## config.mk

```make
export PLATFORM = sky130hd
export DESIGN_NAME = cordic_fix2float
export DESIGN_NICKNAME = d
export VERILOG_FILES = /design/src/rtl/cordic_fix2float.sv
export SDC_FILE = /design/constraint.sdc
export NUM_CORES = 1
export LEC_CHECK = 0
export ABC_AREA = 0
export CORE_UTILIZATION = 45
export DETAILED_ROUTE_END_ITERATION = 16
export PLACE_DENSITY = 0.68
export SLEW_MARGIN = 15
export SYNTH_ARGS = -nofsm -noshare
export SYNTH_HDL_FRONTEND = slang
export SYNTH_SLANG_ARGS = --single-unit
```

## constraint.sdc

```tcl
create_clock -name clk -period 7.62 [get_ports clk]
set_clock_uncertainty 0.2 [all_clocks]
set_input_delay 1.524 -clock clk [delete_from_list [all_inputs] [get_ports clk]]
set_output_delay 1.524 -clock clk [all_outputs]
set_load 0.05 [all_outputs]
```

## src/rtl/cordic_fix2float.sv

```systemverilog
// Serial fixed-point (two's complement, FRAC_BITS fractional bits) to IEEE-754 single converter.
// One normalising shift per enabled cycle, then round-to-nearest-even; start/done handshake.
module cordic_fix2float #(
    parameter int unsigned FRAC_BITS = 30
) (
    input  logic        clk,
    input  logic        reset,
    input  logic        clk_en,
    input  logic        start,
    input  logic [31:0] dataa,
    output logic        done,
    output logic [31:0] result
);

    localparam int unsigned DATA_W = 32;
    localparam int unsigned EXP_W  = 8;
    localparam int unsigned MAN_W  = 23;
    localparam logic [EXP_W-1:0] EXP_INIT = EXP_W'(127 + 31 - FRAC_BITS);

    typedef enum logic [1:0] {
        S_IDLE  = 2'd0,
        S_NORM  = 2'd1,
        S_ROUND = 2'd2,
        S_DONE  = 2'd3
    } state_t;

    state_t              state_q;
    logic [DATA_W-1:0]   mag_q;
    logic [EXP_W-1:0]    exp_q;
    logic                sign_q;
    logic                done_q;
    logic [DATA_W-1:0]   result_q;

    logic                guard;
    logic                sticky;
    logic                round_up;
    logic [MAN_W:0]      mant_sum;
    logic [EXP_W-1:0]    exp_rnd;

    // Rounding of the normalised magnitude; a carry out of the mantissa bumps the exponent
    always_comb begin
        guard    = mag_q[7];
        sticky   = |mag_q[6:0];
        round_up = guard & (sticky | mag_q[8]);
        mant_sum = {1'b0, mag_q[30:8]} + {{MAN_W{1'b0}}, round_up};
        exp_rnd  = exp_q + {{(EXP_W-1){1'b0}}, mant_sum[MAN_W]};
    end

    always_ff @(posedge clk) begin
        if (reset) begin
            state_q  <= S_IDLE;
            mag_q    <= '0;
            exp_q    <= '0;
            sign_q   <= 1'b0;
            done_q   <= 1'b0;
            result_q <= '0;
        end else if (clk_en) begin
            done_q <= 1'b0;
            case (state_q)
                S_IDLE: begin
                    if (start) begin
                        sign_q  <= dataa[31];
                        // Negating 0x80000000 wraps back to 0x80000000, the correct magnitude
                        mag_q   <= dataa[31] ? DATA_W'(-dataa) : dataa;
                        exp_q   <= EXP_INIT;
                        state_q <= S_NORM;
                    end
                end
                S_NORM: begin
                    if (mag_q == '0) begin
                        result_q <= '0;
                        done_q   <= 1'b1;
                        state_q  <= S_DONE;
                    end else if (mag_q[31]) begin
                        state_q <= S_ROUND;
                    end else begin
                        mag_q <= mag_q << 1;
                        exp_q <= exp_q - EXP_W'(1);
                    end
                end
                S_ROUND: begin
                    result_q <= {sign_q, exp_rnd, mant_sum[MAN_W-1:0]};
                    done_q   <= 1'b1;
                    state_q  <= S_DONE;
                end
                S_DONE: begin
                    state_q <= S_IDLE;
                end
                default: begin
                    state_q <= S_IDLE;
                end
            endcase
        end
    end

    assign done   = done_q;
    assign result = result_q;

endmodule

```

### Word level (Yosys, flattened, before mapping)

Cells that the tools add are included.

| cells by class | value |
|---|---|
| $add $sub $neg | 4 |
| equal/unequal tests | 8 |
| mux-type cells | 17 |
| bitwise operators | 2 |
| reductions and logical operators | 10 |

Operator list:

| cell | number |
|---|---|
| 32-bit two-way mux | 5 |
| 32-bit one-hot mux with 2 select lines | 2 |
| 32-bit zero test | 1 |
| 32-bit negator | 1 |
| 23-bit by 1-bit adder with 24-bit output | 1 |
| 8-bit two-way mux | 3 |
| 8-bit one-hot mux with 2 select lines | 1 |
| 3-bit AND reduction | 3 |
| 8-bit by 1-bit adder with 8-bit output | 1 |
| 2-bit inequality test, second input constant | 4 |
| 2-bit one-hot mux with 4 select lines | 1 |
| 8-bit by 1-bit subtractor with 8-bit output, second input constant | 1 |
| 7-bit OR reduction | 1 |
| 2-bit two-way mux | 3 |
| 5-bit AND reduction | 1 |
| 2-bit equality test, second input constant | 2 |
| 4-bit AND reduction | 1 |
| 2-bit nonzero test | 2 |
| 3-bit inequality test, second input constant | 1 |
| 2-bit by 1-bit equality test with 1-bit output, second input constant | 1 |
| 2-bit zero test | 1 |
| 1-bit one-hot mux with 2 select lines | 1 |
| 1-bit AND | 1 |
| 1-bit two-way mux | 1 |
| 1-bit OR | 1 |

| word-level totals | value |
|---|---|
| flip-flop bits (word level) | 76 |
| input bits | 36 |
| output and inout port bits | 33 |
| logic and storage cells | 48 |

### Longest topological paths before layout

Gate-level depths: netlist of run 1.

| depth | value |
|---|---|
| depth after elaboration | 6 |
| depth in mapped cells | 12 |
| mapped depth without buffers | 10 |

### Least setup slack after synthesis of run 1

No wires, ideal clock.

| timing | value |
|---|---|
| path type | input -> register |
| start | input port dataa[10] |
| end | register mag_q[28] |
| library setup time | 0.122 ns |
| arrival | 3.478 ns |
| required time | 7.298 ns |
| path slack | 3.820 ns |
| stages | 6 |
| path buffers | 0 |
| cell sequence | or4_1 -> or2_2 -> or4_4 -> o41ai_2 -> xor2_1 -> a21oi_1 |

| on the way | value |
|---|---|
| word-level cells in the longest chain between the ends | 4 |

RTL lines:

| element | line | text |
|---|---|---|
| start, declared | 10 | `input logic [31:0] dataa,` |
| 32-bit negator | 64 | `mag_q <= dataa[31] ? DATA_W'(-dataa) : dataa;` |
| 32-bit two-way mux | 64 |  |
| 32-bit two-way mux | 61 | `if (start) begin` |
| 32-bit one-hot mux with 2 select lines | 59 | `case (state_q)` |
| end signal, assigned | 64 |  |
| end signal, assigned | 77 | `mag_q <= mag_q << 1;` |
| end, declared | 28 | `logic [DATA_W-1:0] mag_q;` |

No other way between the ends. The select of a mux whose other input is x is not followed.
A chain may end at the register's enable or synchronous reset.

### Worst setup path in the final report of run 1

| timing | value |
|---|---|
| start | register state_q[1] |
| end | register exp_q[2] |

| on the way | value |
|---|---|
| word-level cells in the longest chain between the ends | 3 |
| elaborated cells between the ends (all ways) | 8 |
| those cells by class | eq/ne (4); mux (1); reduce/logical (3) |

RTL lines:

| element | line | text |
|---|---|---|
| start, declared | 27 | `state_t state_q;` |
| start signal, assigned | 51 | `state_q <= S_IDLE;` |
| start signal, assigned | 66 | `state_q <= S_NORM;` |
| start signal, assigned | 73 | `state_q <= S_DONE;` |
| 2-bit by 1-bit equality test with 1-bit output or 2-bit zero test (tied branches) | 59 |  |
| 2-bit inequality test (no source line) or 2-bit nonzero test (tied branches) | -- |  |
| 5-bit AND reduction (no source line) | -- |  |
| end signal, assigned | 78 | `exp_q <= exp_q - EXP_W'(1);` |
| end, declared | 29 | `logic [EXP_W-1:0] exp_q;` |

Several ways; a longest one is shown, not always the timed one.

==> results by group, run 1 <==
Run status
  – Status: finished clean

Timing
  – Final Max Slew Viols: 0
  – Final number of hold-violating endpoints: 0
  – TNS Setup: 0 ps
  – Unrepaired setup endpoints after global routing: no
  – Final worst path period share: 0.5690
  – Final min period: ~4300 ps
  – Hold slack final: around 250 ps
  – Worst rel slew slack: 0.2827
  – Final setup fails: 0
  – Max Fclk: 0.2306 GHz
  – Slew @ Worst Pin: between 1000 and 1500 ps

Final layout
  – Seq. cell area: ~1500 µm²
  – Most common cell after layout, fill and taps aside: dfxtp_1
  – Non-Filler Instances: 750
  – Share of layout cells above drive strength 1: 0.06807
  – Area of the multi-input gates: 2758 µm²
  – Final Net Count: 656
  – Diode count: 0
  – Layout overhead on the synthesized area: 20.28%
  – Commonest cells after routing, fill and taps aside: dfxtp_1 (76), clkdlybuf4s50_1 (67), nor2_1 (64)
  – Fill cells: about 930

Drt
  – Final WL: 12,180 µm
  – Post-route ant nets: 0
  – Number of DRC markers in iteration 0: ~340
  – Vias per std cell: between 5 and 6
  – Drt pass-1 iters: 5
  – Total number of vias: 4,439
  – DRC viols: 0
  – Drt wl/cell: roughly 16 µm

Clock tree
  – PostCTS Resize Cnt: 0
  – Clk_lat worst skew: 350 ps
  – H-tree levels: 3
  – Clk Tree Root Cell: clkbuf_8
  – CTS tree: built
  – CTS Buffer Depth: 2
  – Num CTS Buffers: 9
  – Sink Count: 76
  – Setup Fix Bufs, Post-CTS: 0
  – Clk slew on worst S/H paths: 90 ps
  – CTS Hold Bufs: 0

Yosys
  – Syn Inst Count: a little under 600
  – Top FF cell, synth: dfxtp_1
  – Yosys cell types: 54
  – Register bit count reported by yosys: 76
  – Synth Cell Area: about 4500 µm²
  – Seq/Total Area, Yosys: 0.3369
  – Post-synth ARST share: 0
  – Post-synth EDFFs: 0
  – Syn nets: 622
  – Synth warnings: 0
  – Avg Inst Size Synth: between 7 and 8 µm²

Global route
  – Antenna violations before repair: 0
  – GRT Overall Usage: 0.2491
  – Grt ovf: 0
  – First-pass GRT wire length: 20,400 µm
  – Vias in the first global route: about 4,100
  – Pin count of the biggest net entering global routing: 67

Job
  – MaxCap Viol Count: 0

Pwr
  – Leakage power: between 1.5 and 2 nW
  – Maximum vdd drop: 0.09882 mV
  – PD cells: 183.0 nW/µm²

Hold path
  – Hold Path Sink: result[24]
  – Hold depth: 2
  – Hold crit path type: reg -> reg
  – HP Start: result[24]

Placed design
  – # placed instances: about 730
  – Port bufs: 68
  – Detail Placement HPWL: approximately 9000 µm
  – Gp weighted congestion: roughly 0.93

Setup path
  – CP Buf/Inv Count: 2
  – Reg2reg path depth: 7
  – FF-to-FF End: exp_q[2]
  – Reg2Reg Launch Point: state_q[1]
  – R2R Setup Slk: ~3300 ps
  – Slowest stage cell, crit path: nand4_1
  – Setup CP Type: reg -> reg
  – CP top delay family: simple AND/OR/NAND/NOR gates
  – Cell breakdown of the critical path: inv_1 -> ha_1 -> inv_1 -> nor2_1 -> nand4_1 -> or3b_2 -> a31oi_1
  – Req. time, crit path: 7690 ps
  – Worst Path Arrival: approximately 4400 ps
  – Max incr delay on CP: around 900 ps
  – CP startpoint kind: flip-flop
  – Critical Path End Type: flip-flop
  – Most used cell, CP: inv_1
  – Worst-path maximum fanout: 29

Floorplanning
  – Num rows: 36
  – I/O Pins: just under 70
  – Die area: approximately 10,000 µm²
  – Die Wd: slightly above 100 µm
  – DIE HEIGHT: roughly 100 µm
  – CORE AREA: 9729 µm²
  – Initial Util: 0.4641
## worst reg2reg max path, delay by kind of cell (launching register included)
kind | cells | cell delay [ps]
AOI/OAI and AO/OA | 1 | 160
adders and majority gates | 1 | 820
buffers and inverters | 2 | 520
DFF | 1 | 330
and+or+nand+nor | 3 | 2230
## metal layers
metal  vias up  routed length [µm]  track usage
li1       2175                   -            -
met1      2064                5617       0.3491
met2       181                5575       0.3862
met3        19                 751      0.03488
met4         0                 232      0.09780
met5         -                   0            0
## state kept, by name, summed over array words and instances (netlist names)
register  count
sign_q        1
result       32
mag_q        32
done          1
state_q       2
exp_q         8
## kinds of logic after synthesis
logic type	Yosys count	share of synthesized area
flops	76	0.3369
buf+inv	64	0.05486
mux	5	0.01136
fa+ha+maj	8	0.02217
simple gates	231	0.2610
xor+xnor	51	0.09892
compound gates	143	0.2147
## through the flow
step / power (mW) / utilization / worst slack (ps) / cell area, µm²
2_1_floorplan: 0.5925 / - / 3820 / 4516
3_3_place_gp: 0.6564 / 0.5360 / 3275 / 5215
3_5_place_dp: 0.6622 / 0.5360 / 3224 / 5215
4_1_cts: 0.9977 / 0.5583 / 3319 / 5431
5_1_grt: 1.044 / 0.5583 / 2970 / 5431
6_report: 0.9941 / 0.5583 / 3284 / 5431
## synthesized netlist by cell type (all sizes together) (6+ instances only)
library cell  count  area, µm²
o221ai           13      113.9
nor4             11      75.07
buf               8      37.54
nand3            30      150.1
or3              16      108.9
or4              11      90.08
nand2            43      161.4
nand4             9      56.30
xnor2            27      236.5
clkbuf           43      161.4
a21oi            42      210.2
nor3             18      90.09
dfxtp            76       1521
nor2             64      240.2
ha                8      100.1
inv              13      48.80
o31ai             6      45.04
o21ai            20      100.1
xor2             24      210.2
a22oi            24      180.2
## power by group
| part | total, mW | switching, mW | internal (mW) |
|---|---|---|---|
| Sequential | 0.462 | 0.0406 | 0.421 |
| Combinational | 0.195 | 0.112 | 0.0827 |
| Clock | 0.337 | 0.153 | 0.184 |
## area by class of cell
| cell class | instances | area share |
|---|---|---|
| clock buffer | 10 | 0.02350 |
| inverter | 13 | 0.008984 |
| multi-input combinational | 438 | 0.5077 |
| clock inverter | 6 | 0.01636 |
| tap | 133 | 0.03064 |
| timing repair buffer | 74 | 0.1327 |
| sequential | 76 | 0.2801 |
## worst max-delay path by stage
stage / from / endpoint / slack (ps) / depth (start not counted)
4_1_cts: state_q[1] / exp_q[2] / 3320 / 7
3_3_place_gp: dataa[10] / mag_q[28] / 3280 / 7
5_1_grt: state_q[1] / exp_q[2] / 2970 / 7
6_report: state_q[1] / exp_q[2] / 3280 / 7
3_5_place_dp: dataa[4] / mag_q[23] / 3220 / 6
2_1_floorplan: dataa[10] / mag_q[28] / 3820 / 6
Power figures use the tool's default switching activity.
==> inputs of run 2 (changes only) <==
PLACE_DENSITY = 0.71   (was 0.68)
clock period = 3.8 ns   (was 7.62 ns; I/O delays follow)
==> run 2 against run 1 <==
- first-iteration DRC count fell by 11%
- utilization is 0.32 points higher
- largest power group unchanged
- sequential power is 100% higher
- cell area is 0.58% higher
- final cell count is 0.80% higher
- clock power up 86%
- critical path type is now in -> reg
- sequential share of layout area down 0.16 points
- total power rose by 96%
- non-clock buffer count rose by 6
- register-to-register slack worse by 2300 ps
==> results by group, run 2 (synthesized netlist as in run 1, its figures left out) <==
Timing
  – Slew @ Worst Pin: 678.2 ps
  – Final Max Slew Viols: 0
  – Unrepaired setup endpoints after global routing: no
  – TNS Setup: 0 ps
  – Max Fclk: 0.3050 GHz
  – Final setup fails: 0
  – Hold slack final: ~260 ps
  – Final worst path period share: 0.8628
  – Final min period: 3279 ps
  – Final number of hold-violating endpoints: 0
  – Worst rel slew slack: 0.5462

Hold path
  – Hold Path Sink: result[29]
  – Hold depth: 2
  – HP Start: result[29]
  – Hold crit path type: reg -> reg

Clock tree
  – CTS tree: built
  – CTS Hold Bufs: 0
  – Num CTS Buffers: 9
  – CTS Buffer Depth: 2
  – H-tree levels: 3
  – Clk_lat worst skew: approximately 350 ps
  – Clk Tree Root Cell: clkbuf_8
  – Setup Fix Bufs, Post-CTS: 0
  – Clk slew on worst S/H paths: about 80 ps
  – Sink Count: 76
  – PostCTS Resize Cnt: 0

Floorplanning
  – Initial Util: 0.4641
  – I/O Pins: 69
  – Die area: 10,440 µm²
  – Num rows: 36
  – DIE HEIGHT: around 100 µm
  – Die Wd: 102.2 µm
  – CORE AREA: between 9000 and 10,000 µm²

Drt
  – Top sig layer: met4
  – Routed length on met2: ~5400 µm
  – Drt pass-1 iters: 4
  – Number of DRC markers in iteration 0: ~300
  – DRC viols: 0
  – Post-route ant nets: 0
  – Total number of vias: ~4,400
  – Drt wl/cell: ~16 µm
  – Final WL: roughly 12,000 µm
  – WL met1: 5681 µm
  – Vias per std cell: ~5.8
  – DR WL met3: 552 µm

Pwr
  – Flop pwr share: 0.476
  – Switching Share: 0.3056
  – Cell internal pwr: 1.350 mW
  – Maximum vdd drop: ~0.16 mV
  – Switching power: between 500 and 600 µW
  – PD cells: roughly 360 nW/µm²
  – Comb power frac: 0.201
  – Clk pwr share: 0.323
  – Leakage power: around 1.9 nW

Placed design
  – # placed instances: between 700 and 800
  – Port bufs: a little under 70
  – Gp weighted congestion: between 0.9 and 1
  – Detail Placement HPWL: around 8800 µm

Final layout
  – Fill cells: ~960
  – Most common cell after layout, fill and taps aside: dfxtp_1
  – Final Net Count: 662
  – Layout overhead on the synthesized area: 20.98%
  – Layout Utilization: 0.5615
  – Non-Filler Instances: around 760
  – Share of layout cells above drive strength 1: 0.07705
  – Commonest cells after routing, fill and taps aside: dfxtp_1 (76), clkdlybuf4s50_1 (67), nor2_1 (64)
  – Diode count: 0

Setup path
  – Max incr delay on CP: around 650 ps
  – Reg2reg path depth: 6
  – Cell breakdown of the critical path: clkdlybuf4s50_1 -> or4_1 -> or4_4 -> or3_4 -> a311o_1 -> a21oi_1
  – Reg2Reg Launch Point: mag_q[3]
  – CP top delay family: simple AND/OR/NAND/NOR gates
  – Worst Path Arrival: between 3000 and 4000 ps
  – Slowest stage cell, crit path: or4_1
  – Stages on the worst setup path: 6
  – Setup CP Type: in -> reg
  – R2R Setup Slk: 960 ps
  – Worst-path maximum fanout: 7
  – Req. time, crit path: 3880 ps
  – CP Buf/Inv Count: 1
  – Critical Path End Type: flip-flop
  – CP startpoint kind: input port
  – FF-to-FF End: mag_q[6]

Global route
  – First-pass GRT wire length: about 19,000 µm
  – Antenna violations before repair: 0
  – GRT Overall Usage: 0.2364
  – Pin count of the biggest net entering global routing: 35
  – Vias in the first global route: 4,030
  – Grt ovf: 0

Run status
  – Status: finished clean

Job
  – MaxCap Viol Count: 0
[run 2: cell types whose count changed in the layout (fill, tap and decap cells not counted), sizes merged]
cell / previous run / this run
bufinv: 2 / 1
clkinvlp: 2 / 1
buf: 7 / 13
clkbuf: 10 / 12
[run 2: per-layer routing]
layer	vias up	global-route usage
met2	139	0.3784
met1	2044	0.3230
met4	0	0.09670
met3	15	0.02804
met5	-	0
li1	2198	-
[run 2: worst min-delay path: cells and delay by family (launching register included)]
kind | cells | cell delay, ps
and+or+nand+nor | 1 | 50
AOI/OAI and AO/OA | 1 | 50
DFF | 1 | 310
[run 2: power by group through the flow]
stage,logic [mW],clock network (mW),registers (mW)
floorplan,0.285,0,0.903
global placement,0.381,0,0.936
detailed placement,0.389,0,0.940
CTS,0.391,0.633,0.922
global route,0.434,0.664,0.932
finish,0.392,0.628,0.925
[run 2: how the worst max path moves through the flow]
stage	end	startpoint
final	mag_q[23]	dataa[4]
after global routing	mag_q[28]	dataa[10]
after CTS	mag_q[23]	dataa[4]
after detailed placement	mag_q[23]	dataa[4]
after global placement	mag_q[23]	dataa[4]
after floorplan	mag_q[28]	dataa[10]
[run 2: area by class of cell]
type                       instances  area (µm²)  share of cell area
sequential                        76        1521              0.2785
tap                              133       166.4             0.03046
clock buffer                      12       155.1             0.02840
inverter                          13       48.80            0.008933
multi-input combinational        438        2758              0.5048
clock inverter                     4       47.55            0.008704
timing repair buffer              80       765.7              0.1402
[run 2: stage by stage]
step	power [mW]	setup WS [ps]	instance area, µm²
floorplan	1.188	764.0	4516
global placement	1.317	215.9	5260
detailed placement	1.329	139.8	5260
CTS	1.945	511.9	5463
global route	2.031	400.7	5463
finish	1.944	521.3	5463
